===== src/rtl/mod_inverse_727_pkg.sv =====
// gf727_pkg: field constants and FSM state type shared by the GF(727) inverter.
package gf727_pkg;

    localparam int unsigned Q     = 727;   // field modulus
    localparam int unsigned QBITS = 10;    // residue width
    localparam int unsigned MU    = 1442;  // floor(2^20 / Q)

    typedef logic [QBITS-1:0] res_t;

    // Exponent Q-2, scanned MSB first by the square-and-multiply loop.
    localparam res_t EXP   = 10'd725;
    localparam res_t Q_RES = res_t'(Q);

    typedef enum logic [2:0] {
        S_IDLE,
        S_SQR,
        S_MUL,
        S_CHK,
        S_DONE
    } state_t;

endpackage


===== src/rtl/mod_inverse_727_if.sv =====
// mod_inverse_727_if: operand/result valid-ready channels of the GF(727) inverter.
interface mod_inverse_727_if;
    import gf727_pkg::*;

    logic din_valid;
    logic din_ready;
    res_t din_a;
    logic dout_valid;
    logic dout_ready;
    res_t dout_r;
    logic zero_err;
    logic chk_fail;

    modport master (
        output din_valid, din_a, dout_ready,
        input  din_ready, dout_valid, dout_r, zero_err, chk_fail
    );

    modport slave (
        input  din_valid, din_a, dout_ready,
        output din_ready, dout_valid, dout_r, zero_err, chk_fail
    );

endinterface


===== src/rtl/mod_inverse_727_mulred.sv =====
// gf727_mulred: combinational 10x10 multiply with Barrett reduction mod 727.
module gf727_mulred
    import gf727_pkg::*;
(
    input  res_t a,
    input  res_t b,
    output res_t r
);

    logic [19:0] prod;
    logic [19:0] hi;
    logic [20:0] t_full;
    logic [19:0] t;
    logic [19:0] s1;
    logic [19:0] s2;
    logic [19:0] s3;

    // Barrett estimate of the quotient, then at most two corrective subtractions.
    always_comb begin
        prod   = 20'(a) * 20'(b);
        hi     = prod >> QBITS;
        t_full = 21'(hi) * 21'(MU);
        t      = 20'(t_full >> QBITS);
        s1     = prod - t * 20'(Q);
        s2     = (s1 >= 20'(Q)) ? s1 - 20'(Q) : s1;
        s3     = (s2 >= 20'(Q)) ? s2 - 20'(Q) : s2;
        r      = res_t'(s3);
    end

endmodule


===== src/rtl/mod_inverse_727.sv =====
// mod_inverse_727: Fermat inverse a^(Q-2) mod 727 by left-to-right square-and-multiply.
// Optional build macro MODINV_SELFCHECK_EN adds a CHK state that verifies acc*base == 1.
module mod_inverse_727
    import gf727_pkg::*;
(
    input logic              clk,
    input logic              rst,
    mod_inverse_727_if.slave bus
);

`ifdef MODINV_SELFCHECK_EN
    localparam state_t LAST_STATE = S_CHK;
`else
    localparam state_t LAST_STATE = S_DONE;
`endif

    state_t     state_q;
    state_t     state_d;
    res_t       acc_q;
    res_t       base_q;
    res_t       base_in;
    res_t       mul_b;
    res_t       mul_r;
    logic [3:0] idx_q;
    logic       zero_q;
    logic       last_bit;
    logic       exp_bit;
`ifdef MODINV_SELFCHECK_EN
    logic       chk_fail_q;
`endif

    // Operand fold, exponent bit lookup and the shared multiplier's operand mux.
    always_comb begin
        base_in  = (bus.din_a >= Q_RES) ? bus.din_a - Q_RES : bus.din_a;
        last_bit = (idx_q == 4'd0);
        exp_bit  = EXP[idx_q];
        mul_b    = (state_q == S_SQR) ? acc_q : base_q;
    end

    gf727_mulred u_mulred (
        .a (acc_q),
        .b (mul_b),
        .r (mul_r)
    );

    // State register.
    always_ff @(posedge clk) begin
        // NOTE: every clocked register uses <= so all flops sample the pre-edge values together.
        if (rst) state_q <= S_IDLE;
        else     state_q <= state_d;
    end

    // Next-state: walk EXP from bit 9 down to bit 0.
    always_comb begin
        // NOTE: default assignment first so no path through the case infers a latch.
        state_d = state_q;
        case (state_q)
            S_IDLE: if (bus.din_valid) state_d = S_SQR;
            S_SQR: begin
                if (exp_bit)       state_d = S_MUL;
                else if (last_bit) state_d = LAST_STATE;
            end
            S_MUL:  state_d = last_bit ? LAST_STATE : S_SQR;
            S_CHK:  state_d = S_DONE;
            S_DONE: if (bus.dout_ready) state_d = S_IDLE;
            default: state_d = S_IDLE;
        endcase
    end

    // Datapath: operand capture, accumulator updates and bit index.
    always_ff @(posedge clk) begin
        // NOTE: datapath registers are reset as well so the gated outputs never expose X.
        if (rst) begin
            acc_q      <= '0;
            base_q     <= '0;
            idx_q      <= '0;
            zero_q     <= 1'b0;
`ifdef MODINV_SELFCHECK_EN
            chk_fail_q <= 1'b0;
`endif
        end else begin
            case (state_q)
                S_IDLE: begin
                    if (bus.din_valid) begin
                        base_q     <= base_in;
                        acc_q      <= res_t'(1);
                        idx_q      <= 4'd9;
                        zero_q     <= (base_in == '0);
`ifdef MODINV_SELFCHECK_EN
                        chk_fail_q <= 1'b0;
`endif
                    end
                end
                S_SQR: begin
                    acc_q <= mul_r;
                    if (!exp_bit && !last_bit) idx_q <= idx_q - 4'd1;
                end
                S_MUL: begin
                    acc_q <= mul_r;
                    if (!last_bit) idx_q <= idx_q - 4'd1;
                end
`ifdef MODINV_SELFCHECK_EN
                S_CHK: chk_fail_q <= !zero_q && (mul_r != res_t'(1));
`endif
                default: ;
            endcase
        end
    end

    // Outputs: handshake flags and result fields, gated to DONE.
    always_comb begin
        bus.din_ready  = (state_q == S_IDLE);
        bus.dout_valid = (state_q == S_DONE);
        bus.dout_r     = (state_q == S_DONE) ? acc_q : '0;
        bus.zero_err   = (state_q == S_DONE) && zero_q;
`ifdef MODINV_SELFCHECK_EN
        bus.chk_fail   = (state_q == S_DONE) && chk_fail_q;
`else
        bus.chk_fail   = 1'b0;
`endif
    end

endmodule


===== src/flat_wrapper.sv =====
// flat-port wrapper written by rule: the top's interface ports become plain ports
module mod_inverse_727_flat import gf727_pkg::*;
  (clk, rst, bus_din_valid, bus_din_a, bus_dout_ready, bus_din_ready, bus_dout_valid, bus_dout_r, bus_zero_err, bus_chk_fail);
  mod_inverse_727_if bus_i ();
  input logic clk;
  input logic rst;
  input wire logic [$bits(bus_i.din_valid)-1:0] bus_din_valid;
  input wire logic [$bits(bus_i.din_a)-1:0] bus_din_a;
  input wire logic [$bits(bus_i.dout_ready)-1:0] bus_dout_ready;
  output wire logic [$bits(bus_i.din_ready)-1:0] bus_din_ready;
  output wire logic [$bits(bus_i.dout_valid)-1:0] bus_dout_valid;
  output wire logic [$bits(bus_i.dout_r)-1:0] bus_dout_r;
  output wire logic [$bits(bus_i.zero_err)-1:0] bus_zero_err;
  output wire logic [$bits(bus_i.chk_fail)-1:0] bus_chk_fail;
  assign bus_i.din_valid = bus_din_valid;
  assign bus_i.din_a = bus_din_a;
  assign bus_i.dout_ready = bus_dout_ready;
  assign bus_din_ready = bus_i.din_ready;
  assign bus_dout_valid = bus_i.dout_valid;
  assign bus_dout_r = bus_i.dout_r;
  assign bus_zero_err = bus_i.zero_err;
  assign bus_chk_fail = bus_i.chk_fail;
  mod_inverse_727 u_core (.clk(clk), .rst(rst), .bus(bus_i));
endmodule

===== config.mk =====
export PLATFORM = sky130hd
export DESIGN_NAME = mod_inverse_727_flat
export DESIGN_NICKNAME = d
export VERILOG_FILES = /design/src/rtl/mod_inverse_727_pkg.sv /design/src/rtl/mod_inverse_727_if.sv /design/src/rtl/mod_inverse_727_mulred.sv /design/src/rtl/mod_inverse_727.sv /design/src/flat_wrapper.sv
export SDC_FILE = /design/constraint.sdc
export NUM_CORES = 1
export LEC_CHECK = 0
export ABC_AREA = 0
export CORE_MARGIN = 2
export CORE_UTILIZATION = 39
export DETAILED_ROUTE_END_ITERATION = 10
export SLEW_MARGIN = 5
export SYNTH_ARGS = -nofsm -noshare
export SYNTH_HDL_FRONTEND = slang
export SYNTH_SLANG_ARGS = --single-unit

===== constraint.sdc =====
create_clock -name clk -period 32.6 [get_ports clk]
set_input_delay 6.52 -clock clk [delete_from_list [all_inputs] [get_ports clk]]
set_output_delay 6.52 -clock clk [all_outputs]
set_load 0.02 [all_outputs]

# Yosys cells after proc, flatten, opt, wreduce, memory -nomap -nowiden
# Memory sizes are Yosys's and may differ from the RTL's. A register that Yosys moved wholly into a read port is not among the register bits.
# Index checks and enable logic that the tools add are counted.
# word_totals
ff_bits,28
mem_bits_ro,16
in_bits,14
output_inout_bits,14
n_memories,1
# memory_table
name,depth,width,rd,rd_ports_with_merged_regs,wr,line_no,rtl
(no name shown),16,1,1,1,0,mod_inverse_727.sv:36,exp_bit = EXP[idx_q];
# classes
n_addsub,5
multipliers,3
order_cmp,4
eq_ne,9
n_mux,20
n_reduce_logical,14
# ops
cell,count
$mux W10,5
$ge A20 B10 Y1 const B,2
$mul A10 B10 Y20,1
$mul A10 B10 Y20 const B,1
$mul A11 B10 Y20 const B,1
$mux W20,1
$mux W4,5
$pmux W10 S2,1
$sub A10 B10 Y10 const B,2
$sub A20 B10 Y20 const B,1
$sub A20 B20 Y20,1
$mux W3,5
$pmux W3 S5,1
$pmux W4 S3,1
$ge A10 B10 Y1 const B,1
$logic_not A10 Y1,1
$ne A2 B2 Y1 const B,4
$eq A3 B2 Y1 const B,2
$lt A4 B5 Y1 const B,1
$logic_not A4 Y1,1
$reduce_and A2 Y1,2
$reduce_and A4 Y1,1
$sub A4 B1 Y4 const B,1
$eq A3 B1 Y1 const B,1
10 further kinds,12

# Longest topological paths before layout
# Gate-level depths: netlist of run 1.
# depth
depth_word,11
ltp_mapped,78
depth_no_buf,74

# By module
# Synthesis of run 1 repeated with hierarchy kept, for this count alone.
# hier_totals
hier_cells,1293
hier_area_um2,10831.6
# modules_own_cells
module,instances,cells_per_inst,area_per_inst_um2,seq_area_each_um2
gf727_mulred,1,1069,9043.7,0.0
mod_inverse_727,1,224,1788.0,580.6

# Least setup slack after synthesis of run 1
# OpenSTA, ideal clock, no wires.
# synth_path
path_type,register to register
startpoint,reg u_core.state_q[0]
endpoint,reg u_core.acc_q[4]
setup_ns,0.117
arrival_time_ns,17.118
setup_slack_ns,15.365
stages_incl_launch_ff,74
period_less_slack_ns,17.235
path_cell_list,dfxtp_1 nor3b_1 clkbuf_1 mux2i_1 nor2b_1 fa_1 inv_1 fa_1 inv_1 fa_1 fa_1 inv_1 fa_1 inv_1 ha_1 and2_1 or4_1 o32ai_1 (+38 left out) a21oi_1 o21a_1 or2_2 a22o_1 and3_1 nand2_1 clkbuf_1 nand2_1 o21ai_0 ha_1 a21oi_1 or3_1 nand3_1 a211oi_2 o21a_1 buf_6 or3_1 a32o_1
# synth_via
elab_chain_cells,11
# synth_rtl
item,line_no,rtl
from (decl),mod_inverse_727.sv:17,state_t state_q;
from (signal assigned),mod_inverse_727.sv:50,else state_q <= state_d;
$eq A3 B1 Y1,"mod_inverse_727.sv:37, mod_inverse_727.sv:82",
$mux W10,mod_inverse_727.sv:37,mul_b = (state_q == S_SQR) ? acc_q : base_q;
$mul A10 B10 Y20,mod_inverse_727_mulred.sv:20,prod = 20'(a) * 20'(b);
$mul A10 B10 Y20,mod_inverse_727_mulred.sv:22,t_full = 21'(hi) * 21'(MU);
$mul A11 B10 Y20,mod_inverse_727_mulred.sv:24,s1 = prod - t * 20'(Q);
$sub A20 B20 Y20,mod_inverse_727_mulred.sv:24,
$sub A20 B10 Y20 or $ge A20 B10 Y1 (tied branches),mod_inverse_727_mulred.sv:25,s2 = (s1 >= 20'(Q)) ? s1 - 20'(Q) : s1;
$mux W20,mod_inverse_727_mulred.sv:25,
$ge A20 B10 Y1 or $sub A10 B10 Y10 (tied branches),mod_inverse_727_mulred.sv:26,s3 = (s2 >= 20'(Q)) ? s2 - 20'(Q) : s2;
$mux W10,mod_inverse_727_mulred.sv:26,
$pmux W10 S2,mod_inverse_727.sv:82,case (state_q)
to (signal assigned),mod_inverse_727.sv:86,acc_q <= res_t'(1);
to (signal assigned),mod_inverse_727.sv:95,acc_q <= mul_r;
to (signal assigned),mod_inverse_727.sv:99,acc_q <= mul_r;
to (decl),mod_inverse_727.sv:19,res_t acc_q;
# Parallel ways exist; a longest one is shown, timed or not.
# A chain may end at the register's enable or synchronous reset.

# Worst setup path after layout of run 1
# layout_path
startpoint,reg u_core.state_q[0]
endpoint,reg u_core.acc_q[5]
# Same word-level chain as after synthesis.

==> run summary, run 1 <==
====================================================================================
Detailed Route WL                                                          24,200 um
Nets                                                                           1,606
Path type of the worst setup path                                       flop to flop
Leading cell type by number of instances after synthesis                sky130_fd_sc_hd__inv_1
Post-synthesis area per instance                                           8.36 um^2
Number of max-cap violations                                                       0
HPWL after DPL                                                             21,000 um
Sort of element at the end of the critical path                                 flop
Gate count after technology mapping                                            1,278
Critical path launch point type                                                 flop
CTS Buffer Depth                                                                   2
Top flip-flop cell by instance count after synthesis                    sky130_fd_sc_hd__dfxtp_1
Clock transition at path regs                                                0.05 ns
Area added between synthesis and finish                                        6.84%
Setup tns final                                                                 0 ns
Die Area                                                                 28,700 um^2
Post-route clock period utilization                                            57.8%
Post-synth ARST share                                                             0%
Antenna Nets Post-Route                                                            0
Worst-path fanout max                                                             22
Data required time at the worst endpoint                                    32.76 ns
Crit path time final                                                        18.85 ns
CTS sink cnt                                                                      29
Core Footprint                                                           27,000 um^2
Via count                                                                      8,467
Antenna violations before repair                                                   0
Length in cells of the worst reg-to-reg path                                      71
Fraction of synthesized cell area taken by the top area cell type              25.1%
Routability Congestion                                                         0.860
Pin count of the biggest net entering global routing                              24
Vias in the first global route                                                 8,563
Via density per instance                                                        5.21
Leading area contributor after synthesis                                sky130_fd_sc_hd__fa_1
Die span in x                                                                 169 um
Upper clock frequency limit                                                 53.0 MHz
Number of hold-slack violations in the final timing report                         0
Number of cells upsized or downsized after cts                                     0
Number of nets produced by synthesis                                           1,601
Combined area of all synthesized cells                                   10,700 um^2
Inserted Clock Buffers                                                             5
Post-synthesis sequential element count                                           29
Clock Skew                                                                0.00284 ns
Count of flip-flops with a built-in enable after synthesis                         0
Setup repair after global routing missed its margin                            false
Number of remaining DRC errors                                                     0
Clk Tree Root Cell                                                      sky130_fd_sc_hd__clkbuf_16
Total number of H-tree levels                                                      2
Mean routed wirelength per cell                                              14.9 um
Fraction of layout cells with a size suffix above 1                            3.19%
Count of fill cells added during filler insertion                              2,729
Buffers added on ports                                                            26
Cell count of the worst hold path                                                  2
Worst Tran Pin Value                                                         1.01 ns
Total of warnings raised by yosys                                                  0
Total grt overflow                                                                 0
Cell with the largest stage delay on the worst path                     sky130_fd_sc_hd__mux2i_1
Clock insertion delay at the later pin of the skew report                    0.27 ns
Buffers inserted during post-CTS setup optimization                                0
Number of different library cells in the post-synthesis netlist                   76
Worst-case headroom to the max-slew limit                                      32.1%
Setup slack of the most critical reg-to-reg path                            13.75 ns
Global-route wire length before repair                                     41,900 um
Worst stage delay on the critical path                                       0.65 ns
# IOs                                                                             28
Post-cts hold buffer count                                                         0
DRC marker count from the first detailed-route iteration                         437
Buffers and inverters on the worst path                                           12
Share of synthesized area occupied by flip-flops and latches                   5.44%
Run status                                                              complete, no violations
Number of iterations in the first detailed-routing pass                            5
Slew Limit Fails                                                                   0
GRT Resource Usage Total                                                       17.6%
Commonest cells in the synthesized netlist                              sky130_fd_sc_hd__inv_1, sky130_fd_sc_hd__ha_1, sky130_fd_sc_hd__fa_1, sky130_fd_sc_hd__nand2_1, sky130_fd_sc_hd__nor2_1
HP Class                                                                flop to flop
Kind of cell with the highest combined delay on the critical path        adder cells
Initial core utilization                                                       39.6%
Chip height                                                                   169 um
Arr. time, crit path                                                        19.01 ns
Site row count                                                                    60
CTS tree                                                                       built
Number of antenna diodes                                                           0
Area contributors post-synth                                            sky130_fd_sc_hd__fa_1, sky130_fd_sc_hd__ha_1, sky130_fd_sc_hd__inv_1, sky130_fd_sc_hd__dfxtp_1, sky130_fd_sc_hd__nand2_1
Depth of the critical timing path with buffers and inverters included             71
Final setup fails                                                                  0
====================================================================================
-- cell type report --
class	instances	area, um^2	share of cell area [%]
tap	341	427	3.74
multi-input combinational	976	9050	79.4
inverter	242	908	7.96
sequential	29	581	5.09
clock inverter	1	5.00	0.0439
clock buffer	7	153	1.34
timing repair buffer	29	283	2.48
-- per-stage QoR --
stage	worst slack, ns	std cells	hold WS [ns]	instance area (um^2)	utilization (%)
2_1_floorplan	15.36	1278	0.432	10700	-
3_3_place_gp	14.30	1617	0.457	11300	41.8
3_5_place_dp	13.91	1617	0.460	11300	41.8
4_1_cts	13.83	1625	0.467	11400	42.3
5_1_grt	12.53	1625	0.497	11400	42.3
6_report	13.75	1625	0.471	11400	42.3
-- per-layer routing --
metal / global-route usage (%) / share of wire (%)
met3: 1.07 / 1.7
met4: 1.97 / 0.84
met2: 30.8 / 48
met1: 24.8 / 49
met5: 0 / 0
-- kinds of logic (layout without fill, tap and decap cells) --
| kind of cell | after synthesis | count (layout) | share of synthesized area, % |
|---|---|---|---|
| adders and majority gates | 309 | 309 | 45.6 |
| buffers and inverters | 273 | 279 | 9.83 |
| xor gates and xnor gates | 63 | 63 | 5.24 |
| muxes | 21 | 21 | 2.11 |
| and+or+nand+nor | 354 | 354 | 16.9 |
| AOI/OAI and AO/OA | 228 | 228 | 14.8 |
| other | 1 | 1 | 0.0351 |
| DFF | 29 | 29 | 5.44 |
-- registers in the layout, summed over array words and instances, names as in the netlist --
name and count:
u_core.idx_q 4, u_core.base_q 10, u_core.zero_q 1, u_core.state_q 3, u_core.exp_bit 1, u_core.acc_q 10
-- worst reg2reg max path, delay by kind of cell (launching register included) --
family | cells | cell delay [ns]
xor gates and xnor gates | 3 | 1.01
adders and majority gates | 19 | 8.13
AOI/OAI and AO/OA | 19 | 4.01
and+or+nand+nor | 17 | 3.61
muxes | 1 | 0.65
buffers and inverters | 12 | 0.90
DFF | 1 | 0.44
-- final timing paths --
kind | startpoint | to
setup / recovery | u_core.state_q[0] | u_core.acc_q[5]
hold / removal | u_core.zero_q | u_core.zero_q
setup reg to reg | u_core.state_q[0] | u_core.acc_q[5]
hold reg to reg | u_core.zero_q | u_core.zero_q
-- placed cells by master, fill, tap and decap left out, types with 16 or more instances in the layout --
master,n
sky130_fd_sc_hd__o21ai_0,40
sky130_fd_sc_hd__xnor2_1,38
sky130_fd_sc_hd__xor2_1,24
sky130_fd_sc_hd__and2_1,53
sky130_fd_sc_hd__dfxtp_1,29
sky130_fd_sc_hd__nor2_1,66
sky130_fd_sc_hd__a21oi_1,48
sky130_fd_sc_hd__nor2b_1,24
sky130_fd_sc_hd__inv_1,242
sky130_fd_sc_hd__ha_1,175
sky130_fd_sc_hd__o21a_1,28
sky130_fd_sc_hd__a211oi_1,16
sky130_fd_sc_hd__nor3_1,26
sky130_fd_sc_hd__clkdlybuf4s50_1,26
sky130_fd_sc_hd__fa_1,134
sky130_fd_sc_hd__nand2_1,99
Power of run 1 is not shown: default switching activity piles up to over one toggle a cycle in this logic, so the estimate is an artifact.
==> inputs of run 2 (changes only) <==
- clock period: 32.6 -> 17.8 ns (I/O delays scaled with it)
==> run 2 against run 1 <==
  * Register-to-register slack worse by 13 ns
  * Global-route usage down 0.090 points
  * Wire length up 0.86%
  * First-iteration DRC count unchanged
  * Flip-flop and latch count unchanged
  * Clock-buffer cell count unchanged
  * Final area up 2.9%
  * Clock skew up 0.0038 ns
==> run summary, run 2 (same netlist as run 1, synthesis figures left out) <==
=========================================================================
Pin count of the biggest net entering global routing                   24
Length in cells of the worst reg-to-reg path                           67
Commonest cells after routing, fill and taps aside           sky130_fd_sc_hd__inv_1, sky130_fd_sc_hd__ha_1, sky130_fd_sc_hd__fa_1, sky130_fd_sc_hd__nand2_1, sky130_fd_sc_hd__nor2_1
Run status                                                   complete, no violations
Path type of the worst setup path                            flop to flop
Total grt overflow                                                      0
Clock transition at path regs                                     0.05 ns
Critical path launch point type                                      flop
Post-route clock period utilization                                 94.9%
Crit path time final                                             16.89 ns
# IOs                                                                  28
Clock insertion delay at the later pin of the skew report         0.27 ns
Die span in x                                                      169 um
Worst Hold Launch                                            u_core.zero_q
Antenna violations before repair                                        0
DRC marker count from the first detailed-route iteration              437
CTS sink cnt                                                           29
HPWL after DPL                                                  21,000 um
GRT Resource Usage Total                                            17.5%
Vias in the first global route                                      8,691
Antenna Nets Post-Route                                                 0
Cell with the largest stage delay on the worst path          sky130_fd_sc_hd__fa_1
Cell total after placement                                          1,636
Most used cell along the critical path                       sky130_fd_sc_hd__fa_1
Worst stage delay on the critical path                            0.54 ns
Setup slack of the most critical reg-to-reg path                  0.91 ns
Startpoint of the worst register-to-register path            u_core.state_q[0]
Number of antenna diodes                                                0
Number of max-cap violations                                            0
Via count                                                           8,590
Worst-path fanout max                                                  11
Number of iterations in the first detailed-routing pass                 5
Biggest registers after layout                               u_core.acc_q: 10 flops, u_core.base_q: 10 flops, u_core.idx_q: 4 flops
Terminating pin of the worst hold path                       u_core.zero_q
Global-route wire length before repair                          41,900 um
Detailed Route WL                                               24,400 um
Reg2Reg Capture Point                                        u_core.acc_q[6]
Final non-filler cell total                                         1,650
Commonest non-fill, non-tap cell in the layout               sky130_fd_sc_hd__inv_1
Core Footprint                                                27,000 um^2
Arr. time, crit path                                             17.06 ns
Clock Skew                                                     0.00662 ns
Site row count                                                         60
CTS tree                                                            built
Routability Congestion                                              0.846
CTS Buffer Depth                                                        2
Clk Tree Root Cell                                           sky130_fd_sc_hd__clkbuf_16
Chip height                                                        169 um
Setup repair after global routing missed its margin                 false
Initial core utilization                                            39.6%
Worst Tran Pin Value                                             0.965 ns
Fraction of layout cells with a size suffix above 1                 6.80%
Upper clock frequency limit                                      59.2 MHz
Number of hold-slack violations in the final timing report              0
Nets                                                                1,631
Worst-case headroom to the max-slew limit                           35.5%
HP Class                                                     flop to flop
Mean routed wirelength per cell                                   14.8 um
Inserted Clock Buffers                                                  5
Total number of H-tree levels                                           2
Die Area                                                      28,700 um^2
Area added between synthesis and finish                             9.91%
Setup tns final                                                      0 ns
Via density per instance                                             5.21
Sort of element at the end of the critical path                      flop
Cell count of the worst hold path                                       2
Final setup fails                                                       0
Slew Limit Fails                                                        0
Count of fill cells added during filler insertion                   2,728
Number of remaining DRC errors                                          0
Data required time at the worst endpoint                         17.97 ns
Buffers added on ports                                                 26
=========================================================================
[run 2: metal layers]
metal	up-vias	part of all wire [%]	global-route usage, %
met3	18	3.8	1.63
met2	153	47	29.3
met1	4107	48	25.2
met4	0	0.87	2.30
met5	-	0	0
li1	4312	-	-
[run 2: critical path, delay by kind of cell (launching register included)]
family / cells / cell delay [ns]
flops: 1 / 0.38
simple gates: 16 / 3.21
buf+inv: 9 / 0.60
compound gates: 19 / 3.83
fa+ha+maj: 19 / 7.78
xor+xnor: 3 / 0.52
mux: 1 / 0.42
[run 2: through the flow]
stage                     util, %  hold WS (ns)  worst slack [ns]  instance area (um^2)
after floorplan                 -         0.432             0.565                 10700
after global placement       42.3         0.464             0.322                 11400
after detailed placement     42.3         0.462            0.0574                 11400
after CTS                    42.9         0.469            0.0272                 11600
after global routing         43.6         0.487            0.0103                 11700
final                        43.6         0.468             0.908                 11700
[run 2: layout make-up]
class | instances | area [um^2] | area share (%)
Inverter | 242 | 908 | 7.74
Timing Repair Buffer | 54 | 475 | 4.05
Sequential cell | 29 | 583 | 4.97
Multi-Input combinational cell | 976 | 9190 | 78.3
Clock inverter | 1 | 5.00 | 0.0426
Tap cell | 341 | 427 | 3.63
Clock buffer | 7 | 153 | 1.30
[run 2: worst max path at each step]
stage,startpoint,endpoint,depth (start not counted)
5_1_grt,u_core.state_q[0],u_core.acc_q[6],71
6_report,u_core.state_q[0],u_core.acc_q[6],67
3_3_place_gp,u_core.state_q[0],u_core.acc_q[6],70
4_1_cts,u_core.state_q[0],u_core.acc_q[6],70
3_5_place_dp,u_core.state_q[0],u_core.acc_q[6],70
2_1_floorplan,u_core.state_q[0],u_core.acc_q[5],73
[run 2: repair_timing]
action,in CTS,in global routing
buffers inserted,0,5
gates resized for setup,0,39
hold buffers,0,0
setup endpoints to repair,0,10
Power of run 2 is left out for the same reason.
